==> config.mk <==
export PLATFORM = sky130hd
export DESIGN_NAME = jtag_1149_d10_mstr_rx_err_seq_detector
export DESIGN_NICKNAME = d
export VERILOG_FILES = /design/src/rtl/jtag_1149_d10_mstr_rx_err_seq_detector.sv
export SDC_FILE = /design/constraint.sdc
export NUM_CORES = 1
export LEC_CHECK = 0
export CORE_UTILIZATION = 49
export DETAILED_ROUTE_END_ITERATION = 7
export HOLD_SLACK_MARGIN = 0.06
export PLACE_DENSITY = 0.83
export SYNTH_ARGS = -nofsm -noshare
export SYNTH_HDL_FRONTEND = slang
export SYNTH_SLANG_ARGS = --single-unit
==> constraint.sdc <==
create_clock -name clk -period 3.5 [get_ports clk]
set_input_delay 1.05 -clock clk [delete_from_list [all_inputs] [get_ports clk]]
set_output_delay 1.05 -clock clk [all_outputs]
set_load 0.005 [all_outputs]
==> src/rtl/jtag_1149_d10_mstr_rx_err_seq_detector.sv <==
// Error-sequence detector on the 8b/10b receive path: counts runs of
// ERROR_CHAR K-symbols terminated by IDLE_CHAR.
module jtag_1149_d10_mstr_rx_err_seq_detector #(
  parameter int DATA_WIDTH  = 8,
  parameter int ERR_RUN_LEN = 4,
  parameter int CNT_WIDTH   = 8,
  parameter logic [DATA_WIDTH-1:0] ERROR_CHAR = DATA_WIDTH'(8'hFE),
  parameter logic [DATA_WIDTH-1:0] IDLE_CHAR  = DATA_WIDTH'(8'hBC)
) (
  input  logic                  clk,
  input  logic                  rst_n,
  input  logic [DATA_WIDTH-1:0] decoded_data,
  input  logic                  decoder_k_out,
  input  logic                  data_valid,
  input  logic                  err_clr,
  output logic                  error_char_detected,
  output logic                  error_sticky,
  output logic [CNT_WIDTH-1:0]  error_count,
  output logic [3:0]            run_len
);

  localparam logic [3:0] RUN_MAX = 4'(ERR_RUN_LEN);
  localparam logic [CNT_WIDTH-1:0] CNT_MAX = '1;

  typedef enum logic [1:0] {
    HUNT,
    RUN,
    ARMED
  } state_t;

  state_t state_q, state_d;
  logic [3:0] run_q, run_d;
  logic det_d, det_q;
  logic sticky_q;
  logic [CNT_WIDTH-1:0] cnt_q;
  logic is_err, is_idl;

  assign is_err = decoder_k_out && (decoded_data == ERROR_CHAR);
  assign is_idl = decoder_k_out && (decoded_data == IDLE_CHAR);

  always_comb begin
    state_d = state_q;
    run_d   = run_q;
    det_d   = 1'b0;
    if (data_valid) begin
      unique case (state_q)
        HUNT: begin
          if (is_err) begin
            run_d   = 4'd1;
            state_d = (RUN_MAX == 4'd1) ? ARMED : RUN;
          end else begin
            run_d = '0;
          end
        end
        RUN: begin
          if (is_err) begin
            run_d = run_q + 4'd1;
            if (run_d == RUN_MAX) state_d = ARMED;
          end else begin
            run_d   = '0;
            state_d = HUNT;
          end
        end
        ARMED: begin
          if (is_err) begin
            run_d = RUN_MAX;
          end else begin
            det_d   = is_idl;
            run_d   = '0;
            state_d = HUNT;
          end
        end
        default: begin
          run_d   = '0;
          state_d = HUNT;
        end
      endcase
    end
  end

  always_ff @(posedge clk or negedge rst_n) begin
    if (!rst_n) begin
      state_q <= HUNT;
      run_q   <= '0;
      det_q   <= 1'b0;
    end else begin
      state_q <= state_d;
      run_q   <= run_d;
      det_q   <= det_d;
    end
  end

  // A detection in the same cycle as err_clr restarts the count at one.
  always_ff @(posedge clk or negedge rst_n) begin
    if (!rst_n) begin
      sticky_q <= 1'b0;
      cnt_q    <= '0;
    end else if (det_d) begin
      sticky_q <= 1'b1;
      if (err_clr)
        cnt_q <= CNT_WIDTH'(1);
      else if (cnt_q != CNT_MAX)
        cnt_q <= cnt_q + CNT_WIDTH'(1);
    end else if (err_clr) begin
      sticky_q <= 1'b0;
      cnt_q    <= '0;
    end
  end

  assign error_char_detected = det_q;
  assign error_sticky        = sticky_q;
  assign error_count         = cnt_q;
  assign run_len             = run_q;

endmodule

==> results of run 1 <==
[per-stage QoR]
step	instances	utilization	hold slack [ps]
2_1_floorplan	100	-	477
3_3_place_gp	149	0.687	465
3_5_place_dp	149	0.687	472
4_1_cts	152	0.700	498
5_1_grt	152	0.700	515
6_report	152	0.700	496
[critical path, stage by stage]
cell,delay [ps]
sky130_fd_sc_hd__clkdlybuf4s50_1,450
sky130_fd_sc_hd__nand4_1,190
sky130_fd_sc_hd__or4_4,670
sky130_fd_sc_hd__or4_1,520
sky130_fd_sc_hd__a21oi_1,160
[layer usage]
metal,share of wire,vias to the layer above,track usage
li1,-,430,-
met1,0.49,427,0.332
met2,0.47,22,0.303
met3,0.035,2,0.0240
met4,0.0090,0,0.103
met5,0,-,0
[registers in the layout (all words and copies together), names as in the netlist]
register	count
error_count	8
state_q	2
error_char_detected	1
run_len	4
error_sticky	1
[cells by family (layout without fill, tap and decap cells)]
family,after synthesis,in the layout,synth area share
buf+inv,9,36,0.0416
xor+xnor,1,1,0.00971
fa+ha+maj,3,3,0.0416
flops,16,16,0.444
simple gates,42,42,0.255
compound gates,29,29,0.208
[area by class of cell]
cell class                      instances  area share
Clock buffer                            3      0.0186
Sequential cell                        16       0.331
Multi-Input combinational cell         75       0.384
Inverter                                6      0.0186
Tap cell                               25      0.0259
Timing Repair Buffer                   27       0.222
[cells in the mapped netlist]
cell / count / share of area
sky130_fd_sc_hd__a211oi_1: 1 / 0.0083
sky130_fd_sc_hd__a21o_1: 1 / 0.0083
sky130_fd_sc_hd__a21oi_1: 9 / 0.050
sky130_fd_sc_hd__a31o_2: 1 / 0.0097
sky130_fd_sc_hd__and3_1: 1 / 0.0069
sky130_fd_sc_hd__and4_1: 1 / 0.0097
sky130_fd_sc_hd__buf_1: 1 / 0.0042
sky130_fd_sc_hd__buf_4: 1 / 0.0083
sky130_fd_sc_hd__clkbuf_1: 1 / 0.0042
sky130_fd_sc_hd__dfrtp_1: 16 / 0.44
sky130_fd_sc_hd__ha_1: 3 / 0.042
sky130_fd_sc_hd__inv_1: 6 / 0.025
sky130_fd_sc_hd__nand2_1: 12 / 0.050
sky130_fd_sc_hd__nand2b_1: 2 / 0.014
sky130_fd_sc_hd__nand3_1: 5 / 0.028
sky130_fd_sc_hd__nand3b_1: 2 / 0.017
sky130_fd_sc_hd__nand4_1: 3 / 0.021
sky130_fd_sc_hd__nor2_1: 5 / 0.021
sky130_fd_sc_hd__nor2b_1: 1 / 0.0069
sky130_fd_sc_hd__nor3_1: 1 / 0.0055
sky130_fd_sc_hd__nor3b_1: 1 / 0.0083
sky130_fd_sc_hd__nor4_1: 2 / 0.014
sky130_fd_sc_hd__o211ai_1: 3 / 0.025
sky130_fd_sc_hd__o21ai_0: 5 / 0.028
sky130_fd_sc_hd__o22ai_1: 2 / 0.014
sky130_fd_sc_hd__o311ai_0: 1 / 0.0097
sky130_fd_sc_hd__o31a_1: 1 / 0.0097
sky130_fd_sc_hd__o31ai_1: 2 / 0.017
sky130_fd_sc_hd__o41ai_1: 3 / 0.029
sky130_fd_sc_hd__or3_1: 2 / 0.014
sky130_fd_sc_hd__or4_1: 2 / 0.017
sky130_fd_sc_hd__or4_4: 1 / 0.012
sky130_fd_sc_hd__or4b_2: 1 / 0.011
sky130_fd_sc_hd__xnor2_1: 1 / 0.0097
[report_power, final]
| group | internal, mW | total [mW] | switching, mW |
|---|---|---|---|
| sequential | 0.185 | 0.185 | 0.000100 |
| combinational | 0.0142 | 0.0253 | 0.0111 |
| clock | 0.0399 | 0.0970 | 0.0571 |
[worst max-delay path by stage]
stage,startpoint,endpoint,slack (ps),depth (start not counted)
finish,decoded_data[3],error_count[5]$_DFFE_PN0P_,650,5
global route,decoder_k_out,error_count[4]$_DFFE_PN0P_,540,5
CTS,decoded_data[3],error_count[5]$_DFFE_PN0P_,670,5
detailed placement,decoded_data[3],error_count[5]$_DFFE_PN0P_,380,5
global placement,decoded_data[1],error_count[5]$_DFFE_PN0P_,440,5
floorplan,decoded_data[1],error_count[4]$_DFFE_PN0P_,960,4
==> impl_metrics.prom, run 1 <==
# TYPE chip_impl_metric gauge
chip_impl_info{name="outcome",value="finished, final reports clean"} 1
chip_impl_metric{name="row_count",unit=""} 15
chip_impl_metric{name="core_area",unit="mm²"} 0.00173
chip_impl_metric{name="final_weighted_congestion_in_routability_driven_placement",unit=""} 0.810
chip_impl_metric{name="worstSkewPairLatency",unit="ps"} 280
chip_impl_metric{name="post_route_cells_drive_above_1_share",unit=""} 0.0551
chip_impl_metric{name="post_cts_buffers",unit=""} 0
chip_impl_metric{name="postSynthAreaPerCell",unit="µm²"} 9.02
chip_impl_metric{name="routed_via_density",unit=""} 5.80
chip_impl_metric{name="final_nets",unit=""} 145
chip_impl_metric{name="r2r.worst_path.cells",unit=""} 4
chip_impl_metric{name="firstDrtPassIters",unit=""} 4
chip_impl_metric{name="max_slew_margin",unit=""} 0.534
chip_impl_metric{name="number_of_fill_cells",unit=""} 138
chip_impl_info{name="critical_path.startpoint_type",value="primary input"} 1
chip_impl_metric{name="timing.final.crit_share",unit=""} 0.813
chip_impl_metric{name="multiInputGateArea",unit="µm²"} 464
chip_impl_metric{name="final_design_area_excluding_fillers",unit="mm²"} 0.00121
chip_impl_metric{name="timing.setup.tns",unit="ps"} 0
chip_impl_metric{name="area_after_detailed_placement",unit="mm²"} 0.00119
chip_impl_metric{name="ioPinCount",unit=""} 27
chip_impl_metric{name="design_power_total",unit="µW"} 307
chip_impl_metric{name="grt_first_pass_wirelength",unit="µm"} 3180
chip_impl_metric{name="cts_num_sinks",unit=""} 16
chip_impl_metric{name="ant_nets",unit=""} 0
chip_impl_metric{name="grt.overflow.total",unit=""} 0
chip_impl_metric{name="cts_buffer_depth",unit=""} 2
chip_impl_metric{name="path_max_fanout",unit=""} 13
chip_impl_metric{name="min_path_cells",unit=""} 1
chip_impl_metric{name="fmaxAchievable",unit="MHz"} 351
chip_impl_metric{name="synthesis.instances",unit=""} 100
chip_impl_metric{name="vias",unit=""} 881
chip_impl_metric{name="via_count_of_the_first_global_routing_pass",unit=""} 712
chip_impl_info{name="worstReg2RegStart",value="state_q[0]$_DFFE_PN0P_"} 1
chip_impl_metric{name="port_buffers",unit=""} 26
chip_impl_info{name="mostFrequentLayoutCells",value="26 x sky130_fd_sc_hd__clkdlybuf4s50_1, 16 x sky130_fd_sc_hd__dfrtp_1, 12 x sky130_fd_sc_hd__nand2_1"} 1
chip_impl_metric{name="timing.clock.skew",unit="ps"} 6.36
chip_impl_info{name="endpoint_of_the_lowest_slack_register_to_register_path",value="error_count[5]$_DFFE_PN0P_"} 1
chip_impl_metric{name="rrSetupSlack",unit="ps"} 1430
chip_impl_metric{name="hpwl",unit="µm"} 1480
chip_impl_metric{name="syn_std_cell_area",unit="µm²"} 902
chip_impl_info{name="cp-end-kind",value="flop"} 1
chip_impl_metric{name="finalWorstSetupSlack",unit="ps"} 654
chip_impl_metric{name="power_per_cell_area",unit="mW/mm²"} 254
chip_impl_metric{name="die-area",unit="mm²"} 0.00202
chip_impl_metric{name="numCtsBuffers",unit=""} 3
chip_impl_info{name="grt_setup_unrepaired",value="false"} 1
chip_impl_metric{name="synth.ff_latch_count",unit=""} 16
chip_impl_metric{name="number_of_antenna_violations_at_the_first_check_in_global_routing",unit=""} 0
chip_impl_metric{name="critical_path_required",unit="ps"} 3700
chip_impl_metric{name="drt-total-wl",unit="µm"} 1990
chip_impl_metric{name="layout.area.seq",unit="µm²"} 400
chip_impl_metric{name="setup_violations",unit=""} 0
chip_impl_metric{name="vertical_extent_of_the_die",unit="µm"} 44.9
chip_impl_metric{name="timing_hold_violations_final",unit=""} 0
chip_impl_info{name="layout_commonest_cell",value="sky130_fd_sc_hd__clkdlybuf4s50_1"} 1
chip_impl_metric{name="cts-hold-fix-buffers",unit=""} 0
chip_impl_info{name="cts_root_buffer",value="sky130_fd_sc_hd__clkbuf_4"} 1
chip_impl_metric{name="clock_tree.htree_level_count",unit=""} 1
chip_impl_metric{name="remaining_drc_errors",unit=""} 0
chip_impl_metric{name="post_synth_num_cell_types",unit=""} 34
chip_impl_metric{name="initial_core_util",unit=""} 0.522
chip_impl_metric{name="synth_nets",unit=""} 116
chip_impl_metric{name="diodes",unit=""} 0
chip_impl_metric{name="syn_to_final_growth",unit="%"} 34.0
chip_impl_metric{name="ir_drop",unit="mV"} 0.277
chip_impl_info{name="holdCritPathClass",value="flop to flop"} 1
chip_impl_metric{name="maxCapViolCount",unit=""} 0
chip_impl_metric{name="cts.clk_slew.worst_paths",unit="ps"} 100
chip_impl_metric{name="overall_track_demand_over_capacity_in_global_routing",unit=""} 0.216
chip_impl_metric{name="wl_per_cell",unit="µm"} 13.1
chip_impl_metric{name="maximum_number_of_pins_on_one_net_before_global_route_repair",unit=""} 17
chip_impl_info{name="hold_path_end",value="error_sticky$_DFFE_PN0P_"} 1
chip_impl_metric{name="fp.dieW",unit="µm"} 44.9
chip_impl_metric{name="yosysSeqAreaShare",unit=""} 0.444
chip_impl_metric{name="first_iter_violations",unit=""} 20
chip_impl_info{name="critical_path_class",value="primary input to flop"} 1
chip_impl_metric{name="leak",unit="nW"} 0.468
chip_impl_metric{name="finalMaxSlewViolations",unit=""} 0
chip_impl_info{name="hold_path_startpoint",value="error_sticky$_DFFE_PN0P_"} 1
chip_impl_metric{name="post-place-ws",unit="ps"} 379
chip_impl_metric{name="finalCriticalPeriod",unit="ps"} 2850
chip_impl_metric{name="synth_warn",unit=""} 0
chip_impl_info{name="tritoncts",value="built"} 1
chip_impl_metric{name="worst-slew-pin-transition",unit="ps"} 696
chip_impl_metric{name="cp_data_arrival_time",unit="ps"} 3050
chip_impl_metric{name="post_cts_resize_count",unit=""} 0
Note: power is estimated with default switching activity, not from simulation.
==> run 2: changes to the inputs <==
Settings changed: CORE_UTILIZATION 49 to 41, PLACE_DENSITY 0.83 to 0.74.
Clock period 3.5 ns to 2.4 ns, I/O delays scaled along.
==> run 2 against run 1 <==
Net effect: power grew 47%; via count grew 2.8%; highest routed layer unchanged; critical endpoint unchanged; clock power grew 48%; final cell count grew 6.6%; register-to-register slack lost 1100 ps; cell area grew 6.1%; worst hold slack lost 3.3 ps.
==> impl_metrics.prom, run 2 (synthesis gave the netlist of run 1 again) <==
# TYPE chip_impl_metric gauge
chip_impl_info{name="outcome",value="finished, final reports clean"} 1
chip_impl_metric{name="row_count",unit=""} 16
chip_impl_metric{name="final_core_utilization",unit=""} 0.634
chip_impl_info{name="cp-end-kind",value="flop"} 1
chip_impl_metric{name="path_max_fanout",unit=""} 6
chip_impl_metric{name="grt.overflow.total",unit=""} 0
chip_impl_metric{name="largest_register_ffs",unit=""} 8
chip_impl_metric{name="finalCriticalPeriod",unit="ps"} 2330
chip_impl_metric{name="ir_drop",unit="mV"} 0.310
chip_impl_metric{name="cts_num_sinks",unit=""} 16
chip_impl_info{name="tritoncts",value="built"} 1
chip_impl_metric{name="wl_per_cell",unit="µm"} 13.6
chip_impl_metric{name="cts_buffer_depth",unit=""} 2
chip_impl_info{name="cp_common_cell",value="sky130_fd_sc_hd__or4_4"} 1
chip_impl_metric{name="routed_via_density",unit=""} 5.59
chip_impl_metric{name="vertical_extent_of_the_die",unit="µm"} 48.9
chip_impl_metric{name="finalMaxSlewViolations",unit=""} 0
chip_impl_metric{name="remaining_drc_errors",unit=""} 0
chip_impl_metric{name="timing.clock.skew",unit="ps"} 3.04
chip_impl_metric{name="ioPinCount",unit=""} 27
chip_impl_metric{name="drt-total-wl",unit="µm"} 2210
chip_impl_metric{name="via_count_of_the_first_global_routing_pass",unit=""} 769
chip_impl_metric{name="timing.setup.tns",unit="ps"} 0
chip_impl_metric{name="final_nets",unit=""} 153
chip_impl_metric{name="power.share.sequential",unit=""} 0.596
chip_impl_metric{name="initial_core_util",unit=""} 0.446
chip_impl_metric{name="fp.dieW",unit="µm"} 48.9
chip_impl_metric{name="first_iter_violations",unit=""} 32
chip_impl_metric{name="number_of_antenna_violations_at_the_first_check_in_global_routing",unit=""} 0
chip_impl_info{name="worstReg2RegStart",value="state_q[0]$_DFFE_PN0P_"} 1
chip_impl_metric{name="overall_track_demand_over_capacity_in_global_routing",unit=""} 0.187
chip_impl_metric{name="syn_to_final_growth",unit="%"} 42.2
chip_impl_info{name="cts_root_buffer",value="sky130_fd_sc_hd__clkbuf_4"} 1
chip_impl_metric{name="clock_tree.htree_level_count",unit=""} 1
chip_impl_metric{name="cp_data_arrival_time",unit="ps"} 2540
chip_impl_info{name="endpoint_of_the_lowest_slack_register_to_register_path",value="error_count[5]$_DFFE_PN0P_"} 1
chip_impl_metric{name="diodes",unit=""} 0
chip_impl_metric{name="maximum_number_of_pins_on_one_net_before_global_route_repair",unit=""} 17
chip_impl_metric{name="timing_hold_violations_final",unit=""} 0
chip_impl_metric{name="cts-hold-fix-buffers",unit=""} 0
chip_impl_metric{name="min_path_cells",unit=""} 1
chip_impl_metric{name="post_route_cells_drive_above_1_share",unit=""} 0.133
chip_impl_info{name="holdCritPathClass",value="flop to flop"} 1
chip_impl_metric{name="fmaxAchievable",unit="MHz"} 429
chip_impl_info{name="critical-path-slowest-cell",value="sky130_fd_sc_hd__or4_4"} 1
chip_impl_metric{name="port_buffers",unit=""} 26
chip_impl_metric{name="numCtsBuffers",unit=""} 3
chip_impl_info{name="critical_path.startpoint_type",value="primary input"} 1
chip_impl_metric{name="cts.clk_slew.worst_paths",unit="ps"} 100
chip_impl_metric{name="post_cts_resize_count",unit=""} 5
chip_impl_metric{name="sum_of_buffers_and_inverters_on_the_critical_path",unit=""} 1
chip_impl_metric{name="setup_violations",unit=""} 0
chip_impl_metric{name="die-area",unit="mm²"} 0.00239
chip_impl_metric{name="clkPwrFrac",unit=""} 0.318
chip_impl_metric{name="power_per_cell_area",unit="mW/mm²"} 353
chip_impl_metric{name="critical_path_required",unit="ps"} 2610
chip_impl_metric{name="sw_frac_of_total",unit=""} 0.228
chip_impl_metric{name="r2r.worst_path.cells",unit=""} 4
chip_impl_info{name="hold_path_startpoint",value="error_sticky$_DFFE_PN0P_"} 1
chip_impl_metric{name="firstDrtPassIters",unit=""} 4
chip_impl_info{name="mostFrequentLayoutCells",value="24 x sky130_fd_sc_hd__clkdlybuf4s50_1, 16 x sky130_fd_sc_hd__dfrtp_1, 12 x sky130_fd_sc_hd__nand2_1"} 1
chip_impl_metric{name="final_weighted_congestion_in_routability_driven_placement",unit=""} 0.788
chip_impl_metric{name="rrSetupSlack",unit="ps"} 370
chip_impl_info{name="critical_path_class",value="primary input to flop"} 1
chip_impl_metric{name="timing.final.crit_share",unit=""} 0.972
chip_impl_metric{name="maxCapViolCount",unit=""} 0
chip_impl_metric{name="leak",unit="nW"} 0.511
chip_impl_metric{name="number_of_fill_cells",unit=""} 179
chip_impl_info{name="grt_setup_unrepaired",value="false"} 1
chip_impl_metric{name="power.switching",unit="µW"} 103
chip_impl_metric{name="intPower",unit="µW"} 349
chip_impl_metric{name="post_cts_buffers",unit=""} 0
chip_impl_metric{name="max_slew_margin",unit=""} 0.648
chip_impl_info{name="worstPathCellList",value="clkdlybuf4s50_1 > nand4_1 > or4_4 > or4_4 > a21oi_2"} 1
chip_impl_info{name="worst_path_dominant_cell_family",value="simple AND/OR/NAND/NOR gates"} 1
chip_impl_metric{name="power.share.combinational",unit=""} 0.086
chip_impl_metric{name="vias",unit=""} 906
chip_impl_metric{name="critical_path_cell_count",unit=""} 5
chip_impl_info{name="layout_commonest_cell",value="sky130_fd_sc_hd__clkdlybuf4s50_1"} 1
chip_impl_metric{name="hpwl",unit="µm"} 1590
chip_impl_metric{name="grt_first_pass_wirelength",unit="µm"} 3490
chip_impl_info{name="hold_path_end",value="error_sticky$_DFFE_PN0P_"} 1
chip_impl_metric{name="core_area",unit="mm²"} 0.00202
chip_impl_metric{name="ant_nets",unit=""} 0
chip_impl_metric{name="worstSkewPairLatency",unit="ps"} 280
chip_impl_metric{name="critPathMaxStageDelay",unit="ps"} 600
chip_impl_metric{name="worst-slew-pin-transition",unit="ps"} 527
## run 2: worst max path at each step
stage,startpoint,end,slack (ps)
global route,decoded_data[3],error_count[4]$_DFFE_PN0P_,30
finish,decoded_data[3],error_count[5]$_DFFE_PN0P_,70
global placement,decoded_data[1],error_count[5]$_DFFE_PN0P_,-280
detailed placement,decoded_data[1],error_count[5]$_DFFE_PN0P_,-320
CTS,decoded_data[2],error_count[5]$_DFFE_PN0P_,70
floorplan,decoded_data[1],error_count[4]$_DFFE_PN0P_,190
## run 2: layout make-up
cell class	count	area, µm²	area share
multi-input cells	75	478	0.373
repair buffers	35	325	0.254
flip-flops and latches	16	400	0.312
clock buffers	3	22.5	0.0176
inverters	6	22.5	0.0176
well taps	27	33.8	0.0263
## run 2: power by group through the flow
stage / Clock [mW] / Combinational [mW] / Sequential (mW)
2_1_floorplan: 0 / 0.00875 / 0.275
3_3_place_gp: 0 / 0.0394 / 0.275
3_5_place_dp: 0 / 0.0402 / 0.275
4_1_cts: 0.148 / 0.0394 / 0.270
5_1_grt: 0.159 / 0.0424 / 0.270
6_report: 0.144 / 0.0390 / 0.270
## run 2: through the flow
step	setup WS, ps	std cells	cell area, µm²	total power, mW	hold WS (ps)
after floorplan	193	100	902	0.284	424
after global placement	-280	159	1250	0.314	472
after detailed placement	-319	159	1250	0.315	472
after CTS	70.3	162	1280	0.457	499
after global routing	32.5	162	1280	0.471	506
final	67.4	162	1280	0.452	493
## run 2: layer usage
layer / vias to the layer above / global-route usage / share of wire
li1: 452 / - / -
met1: 418 / 0.250 / 0.46
met2: 34 / 0.308 / 0.47
met3: 2 / 0.0405 / 0.062
met4: 0 / 0.0441 / 0.0086
met5: - / 0 / 0
## run 2: worst register-to-register path: cells and delay by family, from the launching register on
kind               cells  cell delay, ps
AOI/OAI and AO/OA      1             130
and+or+nand+nor        3            1370
DFF                    1             460
